## config.mk

```make
export PLATFORM = sky130hd
export DESIGN_NAME = fetch_queue_unit
export DESIGN_NICKNAME = d
export VERILOG_FILES = /design/src/rtl/fetch_queue_unit.sv
export SDC_FILE = /design/constraint.sdc
export NUM_CORES = 1
export LEC_CHECK = 0
export CAP_MARGIN = 15
export CORE_ASPECT_RATIO = 1.1
export CORE_MARGIN = 5
export CORE_UTILIZATION = 58
export DETAILED_ROUTE_END_ITERATION = 8
export MAX_ROUTING_LAYER = met4
export PLACE_DENSITY = 0.87
export SKIP_CTS_REPAIR_TIMING = 1
export SYNTH_ARGS = -nofsm -noshare
export SYNTH_HDL_FRONTEND = slang
export SYNTH_SLANG_ARGS = --single-unit
```

## constraint.sdc

```tcl
create_clock -name clk -period 16.59 [get_ports clk]
set_input_delay 3.318 -clock clk [delete_from_list [all_inputs] [get_ports clk]]
set_output_delay 3.318 -clock clk [all_outputs]
set_load 0.01 [all_outputs]
```

## src/rtl/fetch_queue_unit.sv

```systemverilog
// fetch_queue_unit: instruction-fetch front end.
// Keeps its own fetch PC and issues one outstanding imem request at a time
// over a req/ack handshake. Returned words are queued with their PC in a
// DEPTH-entry circular buffer and handed to decode over valid/ready.
// A redirect flushes the queue and restarts fetch at the new target. If a
// request is still in flight at that moment, its late response is dropped.
//
// Optional build macro: FETCH_STAT_EN adds the stall_cycles and
// flush_count statistics outputs.
//
// state  | meaning
// S_IDLE | first cycle out of reset, no request yet
// S_REQ  | request presented whenever the queue has room
// S_WAIT | request outstanding, response will be queued
// S_DROP | request outstanding but flushed, response will be discarded
module fetch_queue_unit #(
  parameter int ADDR_W = 32,
  parameter int DATA_W = 32,
  parameter int DEPTH  = 4,
  parameter logic [ADDR_W-1:0] RESET_PC = '0
) (
  input  logic                     clk,
  input  logic                     reset,
  output logic                     imem_req,
  output logic [ADDR_W-1:0]        imem_addr,
  input  logic                     imem_ack,
  input  logic [DATA_W-1:0]        imem_rdata,
  input  logic                     redirect,
  input  logic [ADDR_W-1:0]        redirect_pc,
  output logic                     inst_valid,
  input  logic                     inst_ready,
  output logic [DATA_W-1:0]        inst_data,
  output logic [ADDR_W-1:0]        inst_pc,
  output logic [ADDR_W-1:0]        inst_pc4,
  output logic [$clog2(DEPTH):0]   count
`ifdef FETCH_STAT_EN
  ,
  output logic [31:0]              stall_cycles,
  output logic [31:0]              flush_count
`endif
);

  localparam int PTR_W = $clog2(DEPTH);
  localparam logic [PTR_W:0] FULL_CNT = (PTR_W + 1)'(DEPTH);
  localparam logic [ADDR_W-1:0] PC_STEP = ADDR_W'(4);
  localparam logic [ADDR_W-1:0] ALIGN_MASK = ~ADDR_W'(3);

  typedef enum logic [1:0] {
    S_IDLE = 2'd0,
    S_REQ  = 2'd1,
    S_WAIT = 2'd2,
    S_DROP = 2'd3
  } state_t;

  state_t state_q;
  state_t state_d;

  logic [ADDR_W-1:0] fetch_pc;
  logic [PTR_W-1:0]  wr_ptr;
  logic [PTR_W-1:0]  rd_ptr;
  logic [DATA_W-1:0] data_mem [DEPTH];
  logic [ADDR_W-1:0] pc_mem   [DEPTH];

  logic full;
  logic push;
  logic pop;

  assign full       = (count == FULL_CNT);
  assign inst_valid = (count != '0);
  assign pop        = inst_valid && inst_ready && !redirect;
  assign imem_addr  = fetch_pc;

  // Queue head; all zero while empty so decode never sees stale words.
  always_comb begin
    inst_data = '0;
    inst_pc   = '0;
    inst_pc4  = '0;
    if (inst_valid) begin
      inst_data = data_mem[rd_ptr];
      inst_pc   = pc_mem[rd_ptr];
      inst_pc4  = pc_mem[rd_ptr] + PC_STEP;
    end
  end

  // State register.
  always_ff @(posedge clk or negedge reset) begin
    if (!reset) begin
      state_q <= S_IDLE;
    end else begin
      state_q <= state_d;
    end
  end

  // Next state, request strobe and push decision.
  always_comb begin
    state_d  = state_q;
    imem_req = 1'b0;
    push     = 1'b0;
    case (state_q)
      S_IDLE: begin
        state_d = S_REQ;
      end
      S_REQ: begin
        // Uses the registered count, so a pop cannot release a full queue
        // in the same cycle.
        imem_req = !full && !redirect;
        if (imem_req) begin
          state_d = S_WAIT;
        end
      end
      S_WAIT: begin
        if (imem_ack) begin
          push    = !redirect;
          state_d = S_REQ;
        end else if (redirect) begin
          state_d = S_DROP;
        end
      end
      S_DROP: begin
        // An ack here always retires the stale request; a redirect in the
        // same cycle has already updated the PC, so fetch can resume.
        if (imem_ack) begin
          state_d = S_REQ;
        end
      end
      default: begin
        state_d = S_IDLE;
      end
    endcase
  end

  // Fetch PC, queue pointers and occupancy; redirect overrides push/pop.
  always_ff @(posedge clk or negedge reset) begin
    if (!reset) begin
      fetch_pc <= RESET_PC;
      wr_ptr   <= '0;
      rd_ptr   <= '0;
      count    <= '0;
    end else if (redirect) begin
      fetch_pc <= redirect_pc & ALIGN_MASK;
      wr_ptr   <= '0;
      rd_ptr   <= '0;
      count    <= '0;
    end else begin
      if (push) begin
        fetch_pc <= fetch_pc + PC_STEP;
        wr_ptr   <= wr_ptr + PTR_W'(1);
      end
      if (pop) begin
        rd_ptr <= rd_ptr + PTR_W'(1);
      end
      case ({push, pop})
        2'b10:   count <= count + (PTR_W + 1)'(1);
        2'b01:   count <= count - (PTR_W + 1)'(1);
        default: count <= count;
      endcase
    end
  end

  // Queue storage; contents are qualified by count, so no reset needed.
  always_ff @(posedge clk) begin
    if (push) begin
      data_mem[wr_ptr] <= imem_rdata;
      pc_mem[wr_ptr]   <= fetch_pc;
    end
  end

`ifdef FETCH_STAT_EN
  // Saturating stall and flush statistics.
  always_ff @(posedge clk or negedge reset) begin
    if (!reset) begin
      stall_cycles <= '0;
      flush_count  <= '0;
    end else begin
      if ((state_q == S_REQ) && full && (stall_cycles != '1)) begin
        stall_cycles <= stall_cycles + 32'd1;
      end
      if (redirect && (flush_count != '1)) begin
        flush_count <= flush_count + 32'd1;
      end
    end
  end
`endif

endmodule

```

==> flow_summary.toml, run 1 <==
[route]
drtIter0Drc = 662
routed_wl_um = 28300
wl_per_cell_um = 22.0
avgViaCountPerCell = 5.93
via_count = 7642
ant_nets = 0
drc = 0
drt_first_pass_iters = 5

[yosys]
netlist_top_cells_count = "edfxtp_1 (248), and2_1 (66), mux4_2 (62)"
synth_edf_count = 248
ys_warn_count = 0
synth.most_common_cell = "edfxtp_1"
ys_top_cells_by_area = "edfxtp_1 (60%), mux4_2 (11%), dfrtp_1 (7.8%)"
syn_area_um2 = 12400
synth_top_area_cell = "edfxtp_1"
avgSynthCellArea_um2 = 15.8
ys_ff_latch = 287
seq_area_frac_synth = 0.677
synth_top_cell_area_share = 0.598
synthFlopType = "edfxtp_1"
syn_inst = 787
synth.distinct_cells = 41
ys_async_sr_fraction = 0.136

[place]
gp_congestion = 0.884
dp_hpwl_um = 18100
numPortBuffers = 193
postPlaceCellArea_um2 = 14600
place_ws_ns = 8.58

[die]
fp.coreArea_um2 = 21200
die_h_um = 164
num_io_pins = 202
die_x_um = 150
start_util = 0.586
rows = 56
fp.dieArea_um2 = 24500

[sta]
rsz0062_at_grt = "false"
min_period_ns = 8.01
finalMaxSlewViolations = 0
tns_ns = 0
setup_viol = 0
whs_ns = 0.561
timing.final.ws_setup_ns = 8.58
worst_pin_slew_ns = 1.01
finalHoldViolations = 0
fin_worst_skew_ns = 0.00619
relSlewSlack = 0.327
fmax_mhz = 125
post-route-period-util = 0.483

[worst_setup_path]
crit_chain = "buf_2 > buf_4 > a21oi_1 > and2_1 > clkdlybuf4s50_1"
cp_top_family = "buffers and inverters"
rr_startpoint = "count[0]"
crit_buf_inv = 3
startpoint_type = "input pin"
crit_path_max_incr_delay_ns = 0.48
cp_max_fo = 66
cp-startpoint = "redirect"
worstSetupEndpointType = "output pin"
cp_slowest_cell = "buf_4"
critical_path_class = "in2out"
crit_arrival_ns = 4.69
worstPathRequired_ns = 13.27

[layout]
seqCellArea_um2 = 8430
syn2layout_area_growth_pct = 24.2
stdcell_area_um2 = 15500
drive_above_1_share = 0.124
nFillCells = 1321
antenna_cells = 0
multi_input_area_um2 = 3770
postLayoutCoreUtil = 0.728
finalNetCount = 1057

[job]
drv_cap = 0

[cts]
clkSinkCount = 287
cts_buffers = 27
cts.path.max_buffers = 3
htree_levels = 1
tritoncts = "built"
clkSlewWorstSetupHoldPaths_ns = 0.06
clock_latency_ns = 0.52
root_buffer = "clkbuf_16"

[global_routing]
overflow = 0
grt_max_degree = 67
grt_first_pass_wirelength_um = 44000
antenna_found_initial = 0
grt_pass1_vias = 7838
grt_use_total = 0.242

[outcome]
status = "complete, no violations"

[min_path]
holdCritStartpoint = "state_q[1]"
min_path_type = "reg2reg"

[pwr]
p_leak_nw = 5.07
power_per_cell_area_nw_per_um2 = 145
vdd_drop_max_uv = 83.6
-- where the power goes --
part / internal [mW] / leakage (nW) / switching (mW)
clock network: 0.334 / 0.412 / 0.250
registers: 0.813 / 2.71 / 0.0426
logic: 0.418 / 1.94 / 0.386
-- layer usage --
| layer | up-vias | share of wire | track usage | routed length (um) |
|---|---|---|---|---|
| met5 | - | 0 | - | 0 |
| met4 | 0 | 0.021 | 0.0645 | 605 |
| met3 | 53 | 0.079 | 0.0363 | 2240 |
| met2 | 358 | 0.51 | 0.403 | 14500 |
| met1 | 3814 | 0.39 | 0.317 | 11000 |
| li1 | 3417 | - | - | - |
-- state kept, by name, indices dropped and copies added, names as in the netlist --
| name | flops |
|---|---|
| state_q | 2 |
| pc_mem | 120 |
| imem_addr | 30 |
| data_mem | 128 |
| count | 3 |
| wr_ptr | 2 |
| rd_ptr | 2 |
-- worst register-to-register path: stages, from the launching register on --
cell and delay, ns:
dfrtp_1 0.46, nor3_2 0.23, buf_4 0.38, inv_2 0.49, nand3_1 0.34, nor2_1 0.08
fa_1 0.42, and3_1 0.16, o2bb2ai_1 0.13, xnor2_1 0.17, nor2_1 0.05
-- worst paths after layout --
kind	endpoint	slack [ns]	depth (start not counted)
max reg2reg	count[2]	13.54	10
min in group asynchronous	imem_addr[6]	2.93	1
min reg2reg	state_q[1]	0.56	2
max	imem_req	8.58	5
max in group asynchronous	rd_ptr[0]	12.96	1
min	state_q[1]	0.56	2
-- final cells by class --
type	count	area share
clock buffers	37	0.0488
clock inverters	13	0.00607
multi-input cells	444	0.244
repair buffers	204	0.130
well taps	290	0.0235
inverters	13	0.00316
flip-flops and latches	287	0.545
-- cells by family after synthesis --
| group | synth area share |
|---|---|
| flip-flops | 0.677 |
| adder cells (fa/ha/maj) | 0.0117 |
| multiplexers | 0.117 |
| AO/OA/AOI/OAI | 0.0306 |
| XOR/XNOR | 0.0288 |
| other | 0.000301 |
| AND/OR/NAND/NOR | 0.111 |
| buffers and inverters | 0.0238 |
-- layout by cell type, fill, tap and decap left out, types with 10 or more instances in the layout --
cell type        synthesis  layout
nand4_1                 17      17
dfrtp_1                 39      37
o31ai_1                 12      12
xnor2_1                 11      11
o21ai_0                 33      33
nand2_1                 48      48
inv_1                   12      11
a21oi_1                 17      17
or4_1                   12      12
nor2_1                  33      33
ha_1                    10      10
nand3_1                 32      32
clkdlybuf4s50_1          0     191
and2_1                  66      66
mux4_2                  62      62
clkbuf_16                0      28
buf_4                    7      11
edfxtp_1               248     248
and3_1                  10      10
xor2_1                  30      30
-- metrics by stage --
stage	std cells	power, mW
6_report	1288	2.24
5_1_grt	1288	2.35
4_1_cts	1288	2.26
3_5_place_dp	1238	1.68
3_3_place_gp	1238	1.67
2_1_floorplan	792	1.29
Note: power is estimated with default switching activity, not from simulation.
==> run 2, diff against run 1 <==
--- a/config.mk
+++ b/config.mk
@@ -8,10 +8,10 @@
 export CAP_MARGIN = 15
 export CORE_ASPECT_RATIO = 1.1
 export CORE_MARGIN = 5
-export CORE_UTILIZATION = 58
+export CORE_UTILIZATION = 54
 export DETAILED_ROUTE_END_ITERATION = 8
 export MAX_ROUTING_LAYER = met4
-export PLACE_DENSITY = 0.87
+export PLACE_DENSITY = 0.82
 export SKIP_CTS_REPAIR_TIMING = 1
 export SYNTH_ARGS = -nofsm -noshare
 export SYNTH_HDL_FRONTEND = slang
==> constraint.sdc (replaced) <==
create_clock -name clk -period 7.6 [get_ports clk]
set_input_delay 1.52 -clock clk [delete_from_list [all_inputs] [get_ports clk]]
set_output_delay 1.52 -clock clk [all_outputs]
set_load 0.01 [all_outputs]
==> run 2 against run 1 <==
Power up 120%. Worst hold slack better by 0.024 ns. Die area up 6.9%. Count of clock-buffer cells in the layout down 4. Global-route usage down 1.9 points. Critical path depth up 2. Worst setup slack worse by 6.7 ns. Routed wire length down 0.21%. First-iteration DRC count down 16%. Non-clock buffer count up 1. Sequential power up 120%. Sequential cell count unchanged. Largest power group unchanged.
==> flow_summary.toml, run 2 (same netlist as run 1, synthesis figures left out) <==
[die]
fp.dieArea_um2 = 26200
die_x_um = 155
rows = 58
num_io_pins = 202
start_util = 0.546
fp.coreArea_um2 = 22800
die_h_um = 169

[cts]
root_buffer = "clkbuf_16"
tritoncts = "built"
clkSlewWorstSetupHoldPaths_ns = 0.06
htree_levels = 1
cts.path.max_buffers = 3
clock_latency_ns = 0.52
cts_buffers = 26
clkSinkCount = 287

[pwr]
clkPwrFrac = 0.260
vdd_drop_max_uv = 175
power.net_switching_mw = 1.47
p_total_mw = 4.89
p_leak_nw = 5.07
power_per_cell_area_nw_per_um2 = 316
p_int_mw = 3.42
switching_share = 0.300
seqPwrFrac = 0.387
combPwrFrac = 0.353

[worst_setup_path]
worstSetupEndpointType = "output pin"
rr_startpoint = "count[0]"
cp-startpoint = "rd_ptr[1]"
r2r_slack_ns = 4.64
startpoint_type = "flip-flop"
crit_chain = "mux4_2 > ha_1 > nand4_1 > or4_1 > nor3_1 > mux2_1 > clkdlybuf4s50_1"
critical_path_class = "reg2out"
cp_slowest_cell = "dfrtp_2"
crit_buf_inv = 1
cp_top_family = "simple AND/OR/NAND/NOR gates"
crit_path_max_incr_delay_ns = 0.95
crit_arrival_ns = 4.17
cp_max_fo = 32
worstPathRequired_ns = 6.08

[sta]
post-route-period-util = 0.749
finalHoldViolations = 0
rsz0062_at_grt = "false"
fmax_mhz = 176
min_period_ns = 5.69
tns_ns = 0
worst_pin_slew_ns = 1.01
timing.final.ws_setup_ns = 1.91
relSlewSlack = 0.330
setup_viol = 0
finalMaxSlewViolations = 0
whs_ns = 0.585
fin_worst_skew_ns = 0.0107

[min_path]
holdCritStartpoint = "wr_ptr[1]"
min_path_type = "reg2reg"

[global_routing]
met3_usage = 0.0306
grtUsageMet1 = 0.301
overflow = 0
grt_max_degree = 66
grt_first_pass_wirelength_um = 44200
grt_use_total = 0.223
grt_pass1_vias = 7786
use_met2 = 0.365
busiest_layer = "met2"
antenna_found_initial = 1

[layout]
largest_reg_flops = 128
drive_above_1_share = 0.127
layout.cells.non_filler = 1298
postLayoutCoreUtil = 0.680
top_register = "data_mem"
syn2layout_area_growth_pct = 24.4
final_common_cell = "edfxtp_1"
stdcell_area_um2 = 15500
most-common-layout-cells = "edfxtp_1 (248), clkdlybuf4s50_1 (191), and2_1 (66)"
finalNetCount = 1057

[place]
numPortBuffers = 193
place_ws_ns = 2.43
gp_congestion = 0.828
dp.cells = 1249
postPlaceCellArea_um2 = 14600
dp_hpwl_um = 18300

[route]
drt_first_pass_iters = 5
via_count = 7539
wl_per_cell_um = 21.7
drtIter0Drc = 557
ant_nets = 0
avgViaCountPerCell = 5.81
routed_wl_um = 28200
drc = 0

[job]
drv_cap = 0

[outcome]
status = "complete, no violations"
run 2: cell count changes in the layout (fill, tap and decap cells not counted), sizes merged:
| cell | delta |
|---|---|
| clkinvlp | +1 |
| inv | -1 |
| diode | +1 |
| clkinv | +1 |
| clkbuf | -4 |
| buf | +1 |
| bufinv | +1 |
run 2: worst min-delay path, delay by kind of cell, from the launching register on:
| family | cells | cell delay [ns] |
|---|---|---|
| AOI/OAI and AO/OA | 1 | 0.06 |
| and+or+nand+nor | 1 | 0.07 |
| DFF | 1 | 0.42 |
run 2: path summary, 6_finish.rpt:
| check | cells after the start | end |
|---|---|---|
| max in group asynchronous | 1 | rd_ptr[0] |
| max | 7 | inst_pc4[28] |
| min reg2reg | 2 | wr_ptr[1] |
| max reg2reg | 10 | count[2] |
| min | 2 | wr_ptr[1] |
| min in group asynchronous | 1 | imem_addr[7] |
run 2: per-layer routing:
metal  wire (um)  vias up
li1            -     3401
met1       11600     3817
met2       14300      281
met3        1780       40
met4         491        0
met5           0        -
run 2: area by class of cell:
cell class	count	area, um2
Antenna cell	1	2.50
Clock buffer	33	718
Clock inverter	15	129
Fill cell	1587	7300
Inverter	13	48.8
Multi-Input combinational cell	444	3770
Sequential cell	287	8430
Tap cell	300	375
Timing Repair Buffer	205	2010
run 2: power by group through the flow:
stage	clock network [mW]	logic, mW	registers [mW]
global placement	0	1.72	1.93
CTS	1.29	1.75	1.90
floorplan	0	0.950	1.86
finish	1.27	1.73	1.90
detailed placement	0	1.74	1.93
global route	1.37	1.85	1.91
==> run 3, diff against run 2 <==
--- a/config.mk
+++ b/config.mk
@@ -8,10 +8,10 @@
 export CAP_MARGIN = 15
 export CORE_ASPECT_RATIO = 1.1
 export CORE_MARGIN = 5
-export CORE_UTILIZATION = 54
+export CORE_UTILIZATION = 48
 export DETAILED_ROUTE_END_ITERATION = 8
 export MAX_ROUTING_LAYER = met4
-export PLACE_DENSITY = 0.82
+export PLACE_DENSITY = 0.77
 export SKIP_CTS_REPAIR_TIMING = 1
 export SYNTH_ARGS = -nofsm -noshare
 export SYNTH_HDL_FRONTEND = slang
==> constraint.sdc (replaced) <==
create_clock -name clk -period 4.8 [get_ports clk]
set_input_delay 0.96 -clock clk [delete_from_list [all_inputs] [get_ports clk]]
set_output_delay 0.96 -clock clk [all_outputs]
set_load 0.01 [all_outputs]
==> run 3 against run 2 <==
Via count grew 1.1%. Power grew 61%. Worst hold slack worse by 0.026 ns. Worst setup slack lost 1.8 ns. Register-to-register slack lost 2.5 ns. Design area grew 1.2%. Cell count is 4.5% higher. Sequential cell count unchanged. Sequential share of layout area down 0.65 points. Clock power is 58% higher. Highest routed layer unchanged.
==> flow_summary.toml, run 3 (same netlist as run 1, synthesis figures left out) <==
[worst_setup_path]
crit_buf_inv = 2
cp_slowest_cell = "or4_4"
worstSetupEndpointType = "output pin"
worstPathRequired_ns = 3.84
crit_chain = "buf_6 > mux4_2 > nand4_4 > or4_4 > or4_1 > a21oi_1 > clkdlybuf4s50_1"
r2r_cells = 10
crit_arrival_ns = 3.70
cp-startpoint = "rd_ptr[0]"
cp.depth = 7
r2r_slack_ns = 2.15
r2r_end = "count[2]"
rr_startpoint = "count[0]"
critical_path_class = "reg2out"
cp_max_fo = 6
crit_path_max_incr_delay_ns = 0.62
startpoint_type = "flip-flop"
cp_top_family = "simple AND/OR/NAND/NOR gates"

[min_path]
holdPathStages = 2
min_path_type = "reg2reg"
holdCritStartpoint = "state_q[1]"
whs_endpoint = "state_q[1]"

[pwr]
power_per_cell_area_nw_per_um2 = 501
p_int_mw = 5.47
p_leak_nw = 5.15
switching_share = 0.304
power.net_switching_mw = 2.39
vdd_drop_max_uv = 346
seqPwrFrac = 0.372
combPwrFrac = 0.372
clkPwrFrac = 0.256
p_total_mw = 7.85

[die]
fp.dieArea_um2 = 29300
die_h_um = 179
num_io_pins = 202
start_util = 0.490
fp.coreArea_um2 = 25400
die_x_um = 164
rows = 61

[outcome]
status = "complete, no violations"

[global_routing]
antenna_found_initial = 2
grt_first_pass_wirelength_um = 44800
grt_max_degree = 53
grt_pass1_vias = 7968
grt_use_total = 0.205
overflow = 0

[layout]
largest_reg_flops = 128
nFillCells = 1914
stdcell_area_um2 = 15700
final_common_cell = "edfxtp_1"
drive_above_1_share = 0.135
multi_input_area_um2 = 3800
most-common-layout-cells = "edfxtp_1 (248), clkdlybuf4s50_1 (190), and2_1 (66)"
syn2layout_area_growth_pct = 25.9
top_register = "data_mem"
seqCellArea_um2 = 8430
finalNetCount = 1071

[cts]
clock_latency_ns = 0.53
clkSinkCount = 287
cts.path.max_buffers = 3
cts_buffers = 27
clkSlewWorstSetupHoldPaths_ns = 0.07
root_buffer = "clkbuf_16"
tritoncts = "built"
htree_levels = 1

[route]
drc = 0
routed_wl_um = 29600
drt_first_pass_iters = 6
wl_per_cell_um = 21.8
via_count = 7620
ant_nets = 0
avgViaCountPerCell = 5.62
drtIter0Drc = 562

[sta]
relSlewSlack = 0.367
timing.final.ws_setup_ns = 0.139
finalMaxSlewViolations = 0
fin_worst_skew_ns = 0.0134
post-route-period-util = 0.971
finalHoldViolations = 0
worst_pin_slew_ns = 0.949
min_period_ns = 4.66
setup_viol = 0
whs_ns = 0.559
fmax_mhz = 215
tns_ns = 0

[place]
dp_hpwl_um = 19300
numPortBuffers = 193
gp_congestion = 0.809
place_ws_ns = 0.338
postPlaceCellArea_um2 = 14700

[job]
drv_cap = 0
## run 3: area by class of cell
cell class / count / share of cell area
sequential: 287 / 0.538
multi-input combinational: 446 / 0.242
tap: 346 / 0.0276
antenna: 1 / 0.000160
timing repair buffer: 216 / 0.136
inverter: 13 / 0.00311
clock buffer: 36 / 0.0452
clock inverter: 12 / 0.00742
## run 3: worst min-delay path, stage by stage (launching register included)
cell and delay, ns:
dfrtp_1 0.39, nand2_1 0.06, o31ai_1 0.07
## run 3: stage by stage
stage	utilization	cells
after floorplan	-	792
after global placement	0.580	1300
after detailed placement	0.580	1300
after CTS	0.612	1348
after global routing	0.617	1357
final	0.617	1357
## run 3: power by group through the flow
stage          clock network [mW]  registers, mW  logic, mW
6_report                     2.01           2.92       2.92
5_1_grt                      2.16           2.94       3.15
4_1_cts                      2.05           2.96       2.85
3_5_place_dp                    0           3.02       2.83
3_3_place_gp                    0           3.01       2.81
2_1_floorplan                   0           2.94       1.50
## run 3: layer usage
metal,up-vias,GRT usage,wire [um]
met3,51,0.0269,1640
met1,3847,0.268,12000
li1,3440,-,-
met5,-,-,0
met2,282,0.346,15400
met4,0,0.0549,622
## run 3: worst max path at each step
stage / to
after floorplan: data_mem[0][0]
after global placement: inst_pc4[30]
after detailed placement: inst_pc4[30]
after CTS: inst_pc4[30]
after global routing: inst_pc4[27]
final: inst_pc4[26]
